File: config.mk
export PLATFORM = sky130hd
export DESIGN_NAME = ray_column_sequencer_flat
export DESIGN_NICKNAME = d
export VERILOG_FILES = /design/src/rtl/ray_column_sequencer_if.sv /design/src/rtl/ray_column_sequencer.sv /design/src/flat_wrapper.sv
export SDC_FILE = /design/constraint.sdc
export NUM_CORES = 1
export LEC_CHECK = 0
export BUFFER_PORTS_ARGS = -buffer_cell sky130_fd_sc_hd__buf_4
export CAP_MARGIN = 5
export CORE_MARGIN = 1.5
export CORE_UTILIZATION = 46
export DETAILED_ROUTE_END_ITERATION = 8
export PLACE_DENSITY = 0.85
export SYNTH_ARGS = -nofsm -noshare
export SYNTH_HDL_FRONTEND = slang
export SYNTH_SLANG_ARGS = --single-unit
export TNS_END_PERCENT = 30
File: constraint.sdc
create_clock -name clock -period 3.4 [get_ports clock]
set_clock_uncertainty 0.05 [all_clocks]
set_input_delay 0.17 -clock clock [delete_from_list [all_inputs] [get_ports clock]]
set_output_delay 0.17 -clock clock [all_outputs]
set_load 0.01 [all_outputs]
File: src/rtl/ray_column_sequencer_if.sv
// Bus between the column sequencer, the horizontal/vertical wall-intersection finders
// and the downstream column renderer. The sequencer is the master side.
interface ray_column_sequencer_if;
    logic [11:0] ray_playerX;
    logic [11:0] ray_playerY;
    logic [11:0] alpha;
    logic        begin_calc;

    logic        h_end_calc;
    logic        h_wall_found;
    logic [11:0] h_wallX;
    logic [11:0] h_wallY;
    logic        v_end_calc;
    logic        v_wall_found;
    logic [11:0] v_wallX;
    logic [11:0] v_wallY;

    logic        col_valid;
    logic        col_ready;
    logic [8:0]  col_index;
    logic [11:0] col_alpha;
    logic        col_h_hit;
    logic [11:0] col_h_x;
    logic [11:0] col_h_y;
    logic        col_v_hit;
    logic [11:0] col_v_x;
    logic [11:0] col_v_y;

    modport master (
        output ray_playerX, ray_playerY, alpha, begin_calc,
        input  h_end_calc, h_wall_found, h_wallX, h_wallY,
        input  v_end_calc, v_wall_found, v_wallX, v_wallY,
        output col_valid, col_index, col_alpha,
        output col_h_hit, col_h_x, col_h_y, col_v_hit, col_v_x, col_v_y,
        input  col_ready
    );

    modport slave (
        input  ray_playerX, ray_playerY, alpha, begin_calc,
        output h_end_calc, h_wall_found, h_wallX, h_wallY,
        output v_end_calc, v_wall_found, v_wallX, v_wallY,
        input  col_valid, col_index, col_alpha,
        input  col_h_hit, col_h_x, col_h_y, col_v_hit, col_v_x, col_v_y,
        output col_ready
    );
endinterface

File: src/rtl/ray_column_sequencer.sv
// Frame-level raycaster driver: walks the screen columns, launches both intersection
// finders per column, pairs their results and hands each column to the renderer.
module ray_column_sequencer #(
    parameter int NUM_COLS   = 320,
    parameter int ANGLE_FULL = 1920,
    parameter int FOV        = 320,
    parameter int ANGLE_STEP = 1,
    parameter int TIMEOUT    = 4095
) (
    input  logic                   clock,
    input  logic                   reset,
    input  logic                   start_frame,
    input  logic [11:0]            playerX,
    input  logic [11:0]            playerY,
    input  logic [11:0]            player_angle,
    output logic                   busy,
    output logic                   frame_done,
    ray_column_sequencer_if.master bus
);
    typedef enum logic [1:0] {IDLE, ISSUE, WAIT, EMIT} state_t;

    typedef struct packed {
        logic        hit;
        logic [11:0] x;
        logic [11:0] y;
    } hit_t;

    localparam logic [12:0] FULL13 = 13'(ANGLE_FULL);

    state_t      state_q,  state_d;
    logic [11:0] px_q,     px_d;
    logic [11:0] py_q,     py_d;
    logic [11:0] alpha_q,  alpha_d;
    logic [8:0]  col_q,    col_d;
    logic [11:0] timer_q,  timer_d;
    logic        h_done_q, h_done_d;
    logic        v_done_q, v_done_d;
    hit_t        h_res_q,  h_res_d;
    hit_t        v_res_q,  v_res_d;
    logic        begin_q,  begin_d;
    logic        valid_q,  valid_d;
    logic        busy_q,   busy_d;
    logic        done_q,   done_d;

    // Angles are kept in [0, ANGLE_FULL); the 13-bit sum absorbs the +ANGLE_FULL bias.
    function automatic logic [11:0] first_angle(input logic [11:0] pa);
        logic [12:0] a;
        a = {1'b0, pa} + FULL13 - 13'(FOV / 2);
        if (a >= FULL13) a = a - FULL13;
        if (a >= FULL13) a = a - FULL13;
        return a[11:0];
    endfunction

    function automatic logic [11:0] next_angle(input logic [11:0] cur);
        logic [12:0] a;
        a = {1'b0, cur} + 13'(ANGLE_STEP);
        if (a >= FULL13) a = a - FULL13;
        return a[11:0];
    endfunction

    always_comb begin
        // NOTE: every _d gets its hold value first so no path through the case infers a latch.
        state_d  = state_q;
        px_d     = px_q;
        py_d     = py_q;
        alpha_d  = alpha_q;
        col_d    = col_q;
        timer_d  = timer_q;
        h_done_d = h_done_q;
        v_done_d = v_done_q;
        h_res_d  = h_res_q;
        v_res_d  = v_res_q;
        begin_d  = 1'b0;
        valid_d  = valid_q;
        busy_d   = busy_q;
        done_d   = 1'b0;

        unique case (state_q)
            IDLE: begin
                if (start_frame) begin
                    px_d    = playerX;
                    py_d    = playerY;
                    col_d   = '0;
                    alpha_d = first_angle(player_angle);
                    begin_d = 1'b1;
                    busy_d  = 1'b1;
                    state_d = ISSUE;
                end
            end
            ISSUE: begin
                h_done_d = 1'b0;
                v_done_d = 1'b0;
                h_res_d  = '0;
                v_res_d  = '0;
                timer_d  = '0;
                state_d  = WAIT;
            end
            WAIT: begin
                if (h_done_q && v_done_q) begin
                    valid_d = 1'b1;
                    state_d = EMIT;
                end else begin
                    // First end_calc from each finder wins; repeats are dropped.
                    if (bus.h_end_calc && !h_done_q) begin
                        h_done_d = 1'b1;
                        h_res_d  = '{hit: bus.h_wall_found, x: bus.h_wallX, y: bus.h_wallY};
                    end
                    if (bus.v_end_calc && !v_done_q) begin
                        v_done_d = 1'b1;
                        v_res_d  = '{hit: bus.v_wall_found, x: bus.v_wallX, y: bus.v_wallY};
                    end
                    // A silent finder leaves its cleared result, i.e. a reported miss.
                    if (timer_q == 12'(TIMEOUT)) begin
                        valid_d = 1'b1;
                        state_d = EMIT;
                    end else begin
                        timer_d = timer_q + 12'd1;
                    end
                end
            end
            EMIT: begin
                if (bus.col_ready) begin
                    valid_d = 1'b0;
                    if (col_q < 9'(NUM_COLS - 1)) begin
                        col_d   = col_q + 9'd1;
                        alpha_d = next_angle(alpha_q);
                        begin_d = 1'b1;
                        state_d = ISSUE;
                    end else begin
                        done_d  = 1'b1;
                        busy_d  = 1'b0;
                        state_d = IDLE;
                    end
                end
            end
            default: state_d = IDLE;
        endcase
    end

    // NOTE: result capture registers are reset too, so every output reads 0 out of reset.
    always_ff @(posedge clock or posedge reset) begin
        if (reset) begin
            state_q  <= IDLE;
            px_q     <= '0;
            py_q     <= '0;
            alpha_q  <= '0;
            col_q    <= '0;
            timer_q  <= '0;
            h_done_q <= 1'b0;
            v_done_q <= 1'b0;
            h_res_q  <= '0;
            v_res_q  <= '0;
            begin_q  <= 1'b0;
            valid_q  <= 1'b0;
            busy_q   <= 1'b0;
            done_q   <= 1'b0;
        end else begin
            state_q  <= state_d;
            px_q     <= px_d;
            py_q     <= py_d;
            alpha_q  <= alpha_d;
            col_q    <= col_d;
            timer_q  <= timer_d;
            h_done_q <= h_done_d;
            v_done_q <= v_done_d;
            h_res_q  <= h_res_d;
            v_res_q  <= v_res_d;
            begin_q  <= begin_d;
            valid_q  <= valid_d;
            busy_q   <= busy_d;
            done_q   <= done_d;
        end
    end

    assign bus.ray_playerX = px_q;
    assign bus.ray_playerY = py_q;
    assign bus.alpha       = alpha_q;
    assign bus.begin_calc  = begin_q;
    assign bus.col_valid   = valid_q;
    assign bus.col_index   = col_q;
    assign bus.col_alpha   = alpha_q;
    assign bus.col_h_hit   = h_res_q.hit;
    assign bus.col_h_x     = h_res_q.x;
    assign bus.col_h_y     = h_res_q.y;
    assign bus.col_v_hit   = v_res_q.hit;
    assign bus.col_v_x     = v_res_q.x;
    assign bus.col_v_y     = v_res_q.y;
    assign busy            = busy_q;
    assign frame_done      = done_q;
endmodule

File: src/flat_wrapper.sv
// flat-port wrapper written by rule: the top's interface ports become plain ports
module ray_column_sequencer_flat 
#(
    parameter int NUM_COLS   = 320,
    parameter int ANGLE_FULL = 1920,
    parameter int FOV        = 320,
    parameter int ANGLE_STEP = 1,
    parameter int TIMEOUT    = 4095
)
  (clock, reset, start_frame, playerX, playerY, player_angle, busy, frame_done, bus_ray_playerX, bus_ray_playerY, bus_alpha, bus_begin_calc, bus_h_end_calc, bus_h_wall_found, bus_h_wallX, bus_h_wallY, bus_v_end_calc, bus_v_wall_found, bus_v_wallX, bus_v_wallY, bus_col_valid, bus_col_index, bus_col_alpha, bus_col_h_hit, bus_col_h_x, bus_col_h_y, bus_col_v_hit, bus_col_v_x, bus_col_v_y, bus_col_ready);
  ray_column_sequencer_if bus_i ();
  input  logic clock;
  input  logic reset;
  input  logic start_frame;
  input  logic [11:0] playerX;
  input  logic [11:0] playerY;
  input  logic [11:0] player_angle;
  output logic busy;
  output logic frame_done;
  output wire logic [$bits(bus_i.ray_playerX)-1:0] bus_ray_playerX;
  output wire logic [$bits(bus_i.ray_playerY)-1:0] bus_ray_playerY;
  output wire logic [$bits(bus_i.alpha)-1:0] bus_alpha;
  output wire logic [$bits(bus_i.begin_calc)-1:0] bus_begin_calc;
  input wire logic [$bits(bus_i.h_end_calc)-1:0] bus_h_end_calc;
  input wire logic [$bits(bus_i.h_wall_found)-1:0] bus_h_wall_found;
  input wire logic [$bits(bus_i.h_wallX)-1:0] bus_h_wallX;
  input wire logic [$bits(bus_i.h_wallY)-1:0] bus_h_wallY;
  input wire logic [$bits(bus_i.v_end_calc)-1:0] bus_v_end_calc;
  input wire logic [$bits(bus_i.v_wall_found)-1:0] bus_v_wall_found;
  input wire logic [$bits(bus_i.v_wallX)-1:0] bus_v_wallX;
  input wire logic [$bits(bus_i.v_wallY)-1:0] bus_v_wallY;
  output wire logic [$bits(bus_i.col_valid)-1:0] bus_col_valid;
  output wire logic [$bits(bus_i.col_index)-1:0] bus_col_index;
  output wire logic [$bits(bus_i.col_alpha)-1:0] bus_col_alpha;
  output wire logic [$bits(bus_i.col_h_hit)-1:0] bus_col_h_hit;
  output wire logic [$bits(bus_i.col_h_x)-1:0] bus_col_h_x;
  output wire logic [$bits(bus_i.col_h_y)-1:0] bus_col_h_y;
  output wire logic [$bits(bus_i.col_v_hit)-1:0] bus_col_v_hit;
  output wire logic [$bits(bus_i.col_v_x)-1:0] bus_col_v_x;
  output wire logic [$bits(bus_i.col_v_y)-1:0] bus_col_v_y;
  input wire logic [$bits(bus_i.col_ready)-1:0] bus_col_ready;
  assign bus_ray_playerX = bus_i.ray_playerX;
  assign bus_ray_playerY = bus_i.ray_playerY;
  assign bus_alpha = bus_i.alpha;
  assign bus_begin_calc = bus_i.begin_calc;
  assign bus_i.h_end_calc = bus_h_end_calc;
  assign bus_i.h_wall_found = bus_h_wall_found;
  assign bus_i.h_wallX = bus_h_wallX;
  assign bus_i.h_wallY = bus_h_wallY;
  assign bus_i.v_end_calc = bus_v_end_calc;
  assign bus_i.v_wall_found = bus_v_wall_found;
  assign bus_i.v_wallX = bus_v_wallX;
  assign bus_i.v_wallY = bus_v_wallY;
  assign bus_col_valid = bus_i.col_valid;
  assign bus_col_index = bus_i.col_index;
  assign bus_col_alpha = bus_i.col_alpha;
  assign bus_col_h_hit = bus_i.col_h_hit;
  assign bus_col_h_x = bus_i.col_h_x;
  assign bus_col_h_y = bus_i.col_h_y;
  assign bus_col_v_hit = bus_i.col_v_hit;
  assign bus_col_v_x = bus_i.col_v_x;
  assign bus_col_v_y = bus_i.col_v_y;
  assign bus_i.col_ready = bus_col_ready;
  ray_column_sequencer #(.NUM_COLS(NUM_COLS), .ANGLE_FULL(ANGLE_FULL), .FOV(FOV), .ANGLE_STEP(ANGLE_STEP), .TIMEOUT(TIMEOUT)) u_core (.clock(clock), .reset(reset), .start_frame(start_frame), .playerX(playerX), .playerY(playerY), .player_angle(player_angle), .busy(busy), .frame_done(frame_done), .bus(bus_i));
endmodule
==> flow_summary.ini, run 1 <==
[critical_path]
cp.required_ps = 3640
crit_start = u_core.bus.alpha[3]
worstSetupPathType = flip-flop to flip-flop
r2r-end = u_core.bus.alpha[7]
cp_slowest_stage_delay_ps = 450
cp-start-kind = flip-flop
critical_path_depth = 13
cp.arrival_ps = 3320
path_delay_family = simple AND/OR/NAND/NOR gates
cpMaxStageDelayCell = dfrtp_2
endpoint_kind = flip-flop
critical_path_peak_fanout = 11
cp_bufs_invs = 0
setup.worst_path.end = u_core.bus.alpha[7]
r2r_slack_ps = 320
crit_chain = nand4_2 -> nor2_1 -> nand2_1 -> xnor2_1 -> ha_1 -> o21ai_0 -> o41ai_1 -> o31a_1 -> a31oi_1 -> o31ai_2 -> mux2_2 -> o22ai_1 -> or3_1
critical_path.reg2reg.startpoint = u_core.bus.alpha[3]
rr_worst_depth = 13

[power]
power.density_nw_per_um2 = 840
vdd_ir_drop_max_uv = 521
leakage_uw = 0.00420

[clock_network]
cts.reportedPaths.clkPinSlew_ps = 60
numClockSinks = 115
cts_max_level = 4
number_of_setup_buffers_added_after_cts = 0
root_buffer = clkbuf_16
clock_insertion_delay_worst_skew_ps = 420
cts_buffers = 17
clockBufferDepth = 2
tritoncts = yes

[sta]
setup_viol = 0
unrepaired_setup_endpoints_after_global_routing = false
fmaxAchievable_ghz = 0.325
tightest_slew_ps = 835
worst_slack_ps = 324
normalized_max_slew_margin_pct = 44.3
finalWorstPathRequiredPeriod_ps = 3080
hold_violations = 0
number_of_max_slew_violations_in_the_final_report = 0
tns_ps = 0
period_share_pct = 90.5

[route]
firstDrtPassIters = 5
drt_drc_violations_left = 0
finalWirelength_mm = 17.7
vias = 5888
route.detailed.wl_per_inst_um = 15.9
vias_per_cell = 5.29
drt_iter0_markers = 594
antenna_violating_nets_post_route = 0

[floorplan]
std_cell_rows = 41
die_h_um = 117
full_die_area_um2 = 13800
boundaryPins = 203
floorplan.initialDensity_pct = 47.5
core_area_um2 = 12700
die_x_um = 117

[synth]
synth-main-ff-cell = dfrtp_1
synthesis.instances = 658
synth-edff-count = 0
syn_area_per_cell_um2 = 9.14
yosysWarningCount = 0
count_of_unique_library_cells_instantiated_by_yosys = 65
ys_seq_area_share_pct = 47.8
synth.ff_latch_count = 115
ys_async_sr_fraction_pct = 100
mappedNetlistNets = 761
post_synthesis_cell_area_um2 = 6020

[job]
maxCapViolations = 0

[layout]
fillCellCount = 832
area.growth.synth_to_final_pct = 50.4
area.sequential_um2 = 2880
final_net_count = 1032
most-common-layout-cells = buf_4 (218), nand2_1 (141), dfrtp_1 (112), dlygate4sd3_1 (80), o21ai_0 (76)
layout.cells.most_common = buf_4
final_layout_size_suffix_gt1_share_pct = 32.2
antenna_cells = 0
multi_input_combinational_cell_area_um2 = 2850

[hold_path]
timing.hold.worst_path_depth = 3
min_path_type = input pin to flip-flop

[global_route]
via_count_of_the_first_global_routing_pass = 5798
grt_first_pass_wirelength_mm = 28.9
initial_antenna_violation_count = 0
globalRouteTotalUtil_pct = 26.1
grt_max_degree = 69
grt_overflow = 0

[placement]
pre_cts_setup_slack_ps = 62.1
io_buffer_count = 202
post_dp_hpwl_mm = 10.5
finalWeightedCongestion = 0.944

[run_status]
run_status = complete, no violations
per-layer routing:
metal  track usage [%]  part of all wire (%)  vias up
li1                  -                     -     2818
met1              33.3                    42     2736
met2              41.5                    47      296
met3              8.27                   8.3       38
met4              9.72                   2.3        0
met5                 0                     0        -
where the power goes:
group | total, uW | internal (uW) | switching (uW)
Combinational | 3560 | 1550 | 2010
Clock | 1720 | 1020 | 698
Sequential | 2310 | 1890 | 421
Total | 7600 | 4470 | 3130
cells by family (layout without fill, tap and decap cells):
logic type / after synthesis / count (layout) / share of synthesized area (%)
flip-flops: 115 / 115 / 47.8
adder cells (fa/ha/maj): 11 / 11 / 2.29
multiplexers: 35 / 35 / 6.40
XOR/XNOR: 18 / 18 / 2.62
AND/OR/NAND/NOR: 253 / 253 / 19.0
buffers and inverters: 67 / 351 / 5.14
AO/OA/AOI/OAI: 159 / 159 / 16.7
flip-flops by register name, summed over array words and instances, names as in the netlist:
signal	count
u_core.bus.col_v_x	12
u_core.bus.ray_playerY	12
u_core.bus.col_h_hit	1
u_core.bus.ray_playerX	12
u_core.v_done_q	1
u_core.busy	1
u_core.bus.col_h_y	12
u_core.bus.col_valid	1
u_core.bus.col_h_x	12
u_core.bus.alpha	12
u_core.bus.col_index	9
u_core.timer_q	12
u_core.frame_done	1
u_core.bus.col_v_y	12
u_core.bus.col_v_hit	1
u_core.h_done_q	1
u_core.bus.begin_calc	1
u_core.state_q	2
what timing repair did:
| action | in CTS | in global routing |
|---|---|---|
| hold endpoints to repair | 146 | 0 |
| hold buffers | 80 | 0 |
| gates resized for setup | 0 | 4 |
| setup endpoints to repair | 0 | 1 |
layout make-up:
type                            count  share of cell area, %
Clock inverter                     15                   1.65
Sequential cell                   115                   31.8
Tap cell                          172                   2.38
Multi-Input combinational cell    476                   31.4
Inverter                           20                  0.857
Clock buffer                       17                   4.70
Timing Repair Buffer              299                   27.1
cell usage after synthesis (7+ instances only):
| master | count | area (um2) |
|---|---|---|
| inv_1 | 19 | 71.3 |
| buf_4 | 14 | 105 |
| and3_1 | 7 | 43.8 |
| dfrtp_1 | 115 | 2880 |
| nor3_1 | 13 | 65.1 |
| clkbuf_1 | 27 | 101 |
| o21ai_0 | 76 | 380 |
| a21oi_1 | 25 | 125 |
| mux2i_1 | 7 | 70.1 |
| nand3_1 | 21 | 105 |
| xnor2_1 | 11 | 96.3 |
| xor2_1 | 7 | 61.3 |
| nand2_1 | 141 | 529 |
| o31ai_1 | 7 | 52.6 |
| mux2_2 | 28 | 315 |
| ha_1 | 11 | 138 |
| nor2_1 | 39 | 146 |
per-stage QoR:
step | cells | power (uW) | cell area, um2 | hold slack, ps | util [%]
CTS | 1114 | 7490 | 9040 | 23.4 | 71.4
global placement | 1002 | 5600 | 7670 | 346 | 60.5
floorplan | 658 | 4310 | 6020 | 259 | -
detailed placement | 1002 | 5680 | 7670 | 347 | 60.5
global route | 1114 | 8070 | 9050 | 29.4 | 71.4
finish | 1114 | 7600 | 9050 | 37.1 | 71.4
how the worst min path moves through the flow:
| stage | start | end | slack [ps] |
|---|---|---|---|
| floorplan | bus_col_ready | u_core.frame_done | 260 |
| global placement | reset | u_core.bus.col_v_y[3] | 350 |
| detailed placement | reset | u_core.bus.col_v_x[5] | 350 |
| CTS | player_angle[3] | u_core.bus.alpha[3] | 20 |
| global route | player_angle[3] | u_core.bus.alpha[3] | 30 |
| finish | player_angle[3] | u_core.bus.alpha[3] | 40 |
worst min-delay path: stages:
cell and delay (ps):
buf_4 90, o22ai_1 60, a21oi_1 130
No activity file was read; power rests on OpenSTA's default activity.
==> run 2, diff against run 1 <==
PLACE_DENSITY = 0.75   (was 0.85)
==> run 2 against run 1 <==
Total power down 1.2%. Critical endpoint unchanged. First-iteration DRC count shrank 12%. Cell count decreased by 0.45%. Critical path depth is the same. Register-to-register slack got worse by 30 ps.
==> flow_summary.ini, run 2 (synthesis gave the netlist of run 1 again) <==
[run_status]
run_status = complete, no violations

[placement]
post_dp_hpwl_mm = 11.1
finalWeightedCongestion = 0.833
dpl_cell_area_um2 = 7640
io_buffer_count = 202
pre_cts_setup_slack_ps = 125

[floorplan]
std_cell_rows = 41
die_x_um = 117
core_area_um2 = 12700
floorplan.initialDensity_pct = 47.5
die_h_um = 117
full_die_area_um2 = 13800
boundaryPins = 203

[sta]
hold_violations = 0
number_of_max_slew_violations_in_the_final_report = 0
finalWorstPathRequiredPeriod_ps = 3110
setup_viol = 0
unrepaired_setup_endpoints_after_global_routing = false
worst_slack_ps = 292
worst_hold_slack_ps = 16.4
fmaxAchievable_ghz = 0.322
tns_ps = 0
period_share_pct = 91.4
tightest_slew_ps = 786
normalized_max_slew_margin_pct = 47.1

[layout]
final_cell_area_um2 = 8980
most-common-layout-cells = buf_4 (215), nand2_1 (140), dfrtp_1 (112), dlygate4sd3_1 (77), o21ai_0 (76)
area.growth.synth_to_final_pct = 49.3
layout.cells.most_common = buf_4
fillCellCount = 888
fin_util_pct = 70.9
final_net_count = 1026
final_layout_size_suffix_gt1_share_pct = 31.6

[critical_path]
rr_worst_depth = 13
cp.arrival_ps = 3340
r2r-end = u_core.bus.alpha[7]
cp_slowest_stage_delay_ps = 450
endpoint_kind = flip-flop
cpMaxStageDelayCell = dfrtp_2
r2r_slack_ps = 290
crit_chain = nand4_2 -> nor2_1 -> nand2_1 -> xnor2_1 -> ha_1 -> o21ai_0 -> o41ai_1 -> o31a_1 -> a31oi_1 -> o31ai_1 -> mux2_2 -> o22ai_1 -> or3_1
critical_path_peak_fanout = 11
worstSetupPathType = flip-flop to flip-flop
cp-start-kind = flip-flop
critical_path.reg2reg.startpoint = u_core.bus.alpha[3]
cp.required_ps = 3630

[power]
vdd_ir_drop_max_uv = 508
power.density_nw_per_um2 = 836
leakage_uw = 0.00416

[route]
firstDrtPassIters = 5
vias = 5940
drt_drc_violations_left = 0
antenna_violating_nets_post_route = 0
finalWirelength_mm = 17.9
vias_per_cell = 5.36
drt_iter0_markers = 521
route.detailed.wl_per_inst_um = 16.1

[global_route]
initial_antenna_violation_count = 0
grt_first_pass_wirelength_mm = 29.5
grt_max_degree = 61
globalRouteTotalUtil_pct = 26.4
via_count_of_the_first_global_routing_pass = 6129
grt_overflow = 0

[clock_network]
cts_buffers = 17
root_buffer = clkbuf_16
clockBufferDepth = 2
clock_insertion_delay_worst_skew_ps = 420
cts.reportedPaths.clkPinSlew_ps = 60
numClockSinks = 115
tritoncts = yes
cts_max_level = 4

[hold_path]
timing.hold.worst_path_depth = 3
min_path_type = input pin to flip-flop
hold_end = u_core.bus.col_v_y[11]
hold_path_startpoint = bus_v_wallY[11]

[job]
maxCapViolations = 0
## run 2: cell count changes in the layout (fill, tap and decap cells not counted), moves of 2 or more
cell           change
clkinv_4           -3
inv_6              -4
buf_4              -3
dlygate4sd3_1      -3
clkbuf_1           +4
clkbuf_8           +3
inv_8              -2
## run 2: cell type report
cell class / count / area, um2 / area share, %
clock inverter: 8 / 77.6 / 0.864
antenna: 1 / 2.50 / 0.0279
sequential: 115 / 2880 / 32.1
inverter: 20 / 77.6 / 0.864
tap: 172 / 215 / 2.40
multi-input combinational: 476 / 2840 / 31.6
clock buffer: 24 / 482 / 5.36
timing repair buffer: 293 / 2400 / 26.8
## run 2: per-layer routing
layer / vias to the layer above / share of wire [%] / global-route usage [%]
met4: 0 / 2.4 / 10.3
met1: 2834 / 41 / 32.1
met2: 249 / 48 / 43.6
met5: - / 0 / 0
met3: 42 / 7.8 / 8.46
li1: 2815 / - / -
## run 2: how the worst max path moves through the flow
stage | start | slack (ps) | endpoint
CTS | u_core.bus.alpha[3] | 230 | u_core.bus.alpha[7]
detailed placement | player_angle[5] | 120 | u_core.bus.alpha[11]
floorplan | reset | 140 | u_core.bus.alpha[0]
finish | u_core.bus.alpha[3] | 290 | u_core.bus.alpha[7]
global route | u_core.bus.alpha[3] | 40 | u_core.bus.alpha[7]
global placement | player_angle[5] | 250 | u_core.bus.alpha[11]
## run 2: stage by stage
step                cells  total power (uW)
floorplan             658              4310
detailed placement    999              5690
global placement      999              5570
CTS                  1108              7450
global route         1108              7990
finish               1109              7510
## run 2: timing repair
action / CTS / global route
gates resized for setup: 0 / 4
hold buffers: 77 / 0
setup endpoints to repair: 0 / 1
endpoints found under the hold margin: 135 / 0
setup buffers: 0 / 0
## run 2: report_power, final
| group | internal [uW] | total, uW | switching, uW |
|---|---|---|---|
| clock network | 1060 | 1670 | 616 |
| logic | 1530 | 3510 | 1980 |
| registers | 1890 | 2320 | 424 |
## run 2: critical path: cells and delay by family (launching register included)
family,cells,cell delay [ps]
flops,1,450
compound gates,6,890
fa+ha+maj,1,250
simple gates,4,910
mux,1,260
xor+xnor,1,160
==> run 3, diff against run 2 <==
CORE_ASPECT_RATIO = 1.1   (was default)
CORE_UTILIZATION = 40   (was 46)
GPL_TIMING_DRIVEN = 0   (was default)
PLACE_DENSITY = 0.66   (was 0.75)
==> run 3 against run 2 <==
Total power increased by 2.9%. Largest power group unchanged. Routed wire length rose by 5.9%. Hold slack improved by 9.9 ps. Utilization shrank 8.0 points. Highest routed layer unchanged. Final area is 1.9% higher. Global-route usage is 2.3 points lower. Clock power hardly changed. Largest cell class unchanged. Setup slack lost 130 ps. First-iteration DRC count decreased by 17%. Sequential share of layout area decreased by 0.62 points.
==> flow_summary.ini, run 3 (synthesis gave the netlist of run 1 again) <==
[route]
finalWirelength_mm = 18.9
route.detailed.wl_per_inst_um = 16.3
drt_drc_violations_left = 0
vias = 6097
drt_iter0_markers = 433
vias_per_cell = 5.25
firstDrtPassIters = 5
antenna_violating_nets_post_route = 0

[sta]
fmaxAchievable_ghz = 0.309
tightest_slew_ps = 895
number_of_max_slew_violations_in_the_final_report = 0
hold_violations = 0
finalWorstPathRequiredPeriod_ps = 3240
worst_slack_ps = 162
unrepaired_setup_endpoints_after_global_routing = true
period_share_pct = 95.2
normalized_max_slew_margin_pct = 39.8
setup_viol = 0

[power]
vdd_ir_drop_max_uv = 627
design_power_total_uw = 7720
power.density_nw_per_um2 = 843
leakage_uw = 0.00421

[clock_network]
root_buffer = clkbuf_16
clock_insertion_delay_worst_skew_ps = 410
cts_buffers = 17
numClockSinks = 115
cts_max_level = 4
cts.reportedPaths.clkPinSlew_ps = 50
clockBufferDepth = 2
tritoncts = yes

[run_status]
run_status = complete, no violations

[layout]
final_layout_size_suffix_gt1_share_pct = 31.1
antenna_cells = 0
layout.cells.most_common = buf_4
final_net_count = 1060
most-common-layout-cells = buf_4 (215), nand2_1 (140), dfrtp_1 (113), dlygate4sd3_1 (78), o21ai_0 (76)
fin_util_pct = 62.9
area.growth.synth_to_final_pct = 52.2

[global_route]
grt_first_pass_wirelength_mm = 30.6
grt_max_degree = 71
grt_met2_usage_pct = 41.8
globalRouteTotalUtil_pct = 24.1
grt.met3_usage_pct = 6.73
top_usage_layer = met2
initial_antenna_violation_count = 0
via_count_of_the_first_global_routing_pass = 6240
use_met1_pct = 27.9
grt_overflow = 0

[hold_path]
min_path_type = input pin to flip-flop

[floorplan]
full_die_area_um2 = 15800
die_h_um = 132
boundaryPins = 203
die_x_um = 120
core_area_um2 = 14600
floorplan.initialDensity_pct = 41.3
std_cell_rows = 46

[critical_path]
endpoint_kind = flip-flop
cp-start-kind = flip-flop
cp.required_ps = 3630
crit_chain = ha_1 -> nand2_2 -> nor2_4 -> nand2_1 -> xnor2_1 -> ha_2 -> o21ai_0 -> o41ai_1 -> o31a_1 -> a31oi_1 -> o31ai_2 -> mux2_2 -> o22ai_1 -> or3_1
path_delay_family = compound AO/OA/AOI/OAI gates
critical_path_peak_fanout = 10
cp_slowest_stage_delay_ps = 460
cp.arrival_ps = 3470
cp_bufs_invs = 0
worstSetupPathType = flip-flop to flip-flop
cpMaxStageDelayCell = dfrtp_2

[placement]
pre_cts_setup_slack_ps = -281
io_buffer_count = 199
post_dp_hpwl_mm = 13.0
finalWeightedCongestion = 0.900

[job]
maxCapViolations = 0
[run 3: changes by cell type in the layout (fill, tap and decap cells not counted), sizes merged]
cell and change:
dlygate4sd3 +1, clkbuf +25, diode -1, clkinvlp -1, clkinv +3, buf +5
[run 3: report_power, final]
| group | internal, uW | switching (uW) | total (uW) |
|---|---|---|---|
| clock | 1030 | 621 | 1650 |
| sequential | 1890 | 424 | 2320 |
| combinational | 1630 | 2120 | 3750 |
[run 3: worst paths after layout]
| kind | start | end | slack [ps] | cells after the start |
|---|---|---|---|---|
| min in group asynchronous | reset | u_core.bus.col_h_y[0] | 340 | 3 |
| max reg2reg | u_core.bus.alpha[1] | u_core.bus.alpha[7] | 160 | 14 |
| min reg2reg | u_core.bus.col_h_x[11] | u_core.bus.col_h_x[11] | 430 | 2 |
| max in group asynchronous | reset | u_core.timer_q[9] | 2210 | 4 |
| max | u_core.bus.alpha[1] | u_core.bus.alpha[7] | 160 | 14 |
| min | player_angle[3] | u_core.bus.alpha[3] | 30 | 3 |
[run 3: worst register-to-register path, cell delays in order, from the launching register on]
cell and delay, ps:
dfrtp_2 460, ha_1 240, nand2_2 150, nor2_4 170
nand2_1 120, xnor2_1 170, ha_2 240, o21ai_0 80
o41ai_1 280, o31a_1 180, a31oi_1 90, o31ai_2 170
mux2_2 230, o22ai_1 80, or3_1 390
[run 3: metrics by stage]
| stage | TNS, ps | hold WS (ps) | cell area [um2] | cells |
|---|---|---|---|---|
| 2_1_floorplan | 0 | 259 | 6020 | 658 |
| 3_3_place_gp | -130510 | 353 | 7750 | 1049 |
| 3_5_place_dp | -798 | 253 | 7780 | 1050 |
| 4_1_cts | 0 | 1.66 | 9120 | 1159 |
| 5_1_grt | -103 | 18.0 | 9160 | 1161 |
| 6_report | 0 | 26.2 | 9160 | 1161 |
[run 3: final cells by class]
type,instances,area (um2)
Fill cell,1208,5410
Sequential cell,115,2880
Multi-Input combinational cell,476,2860
Timing Repair Buffer,280,2320
Clock buffer,21,460
Tap cell,192,240
Buffer,47,234
Clock inverter,10,85.1
Inverter,20,77.6
[run 3: layer usage]
layer  wire length, um  part of all wire [%]
met2              9570                    51
met3              1330                   7.0
met5                 0                     0
met1              7440                    39
met4               572                   3.0
[run 3: timing repair]
action,CTS,global route
hold endpoints to repair,122,0
buffers inserted,0,2
hold buffers,78,0
gates resized for setup,4,5
setup endpoints to repair,1,4
gates cloned,0,0
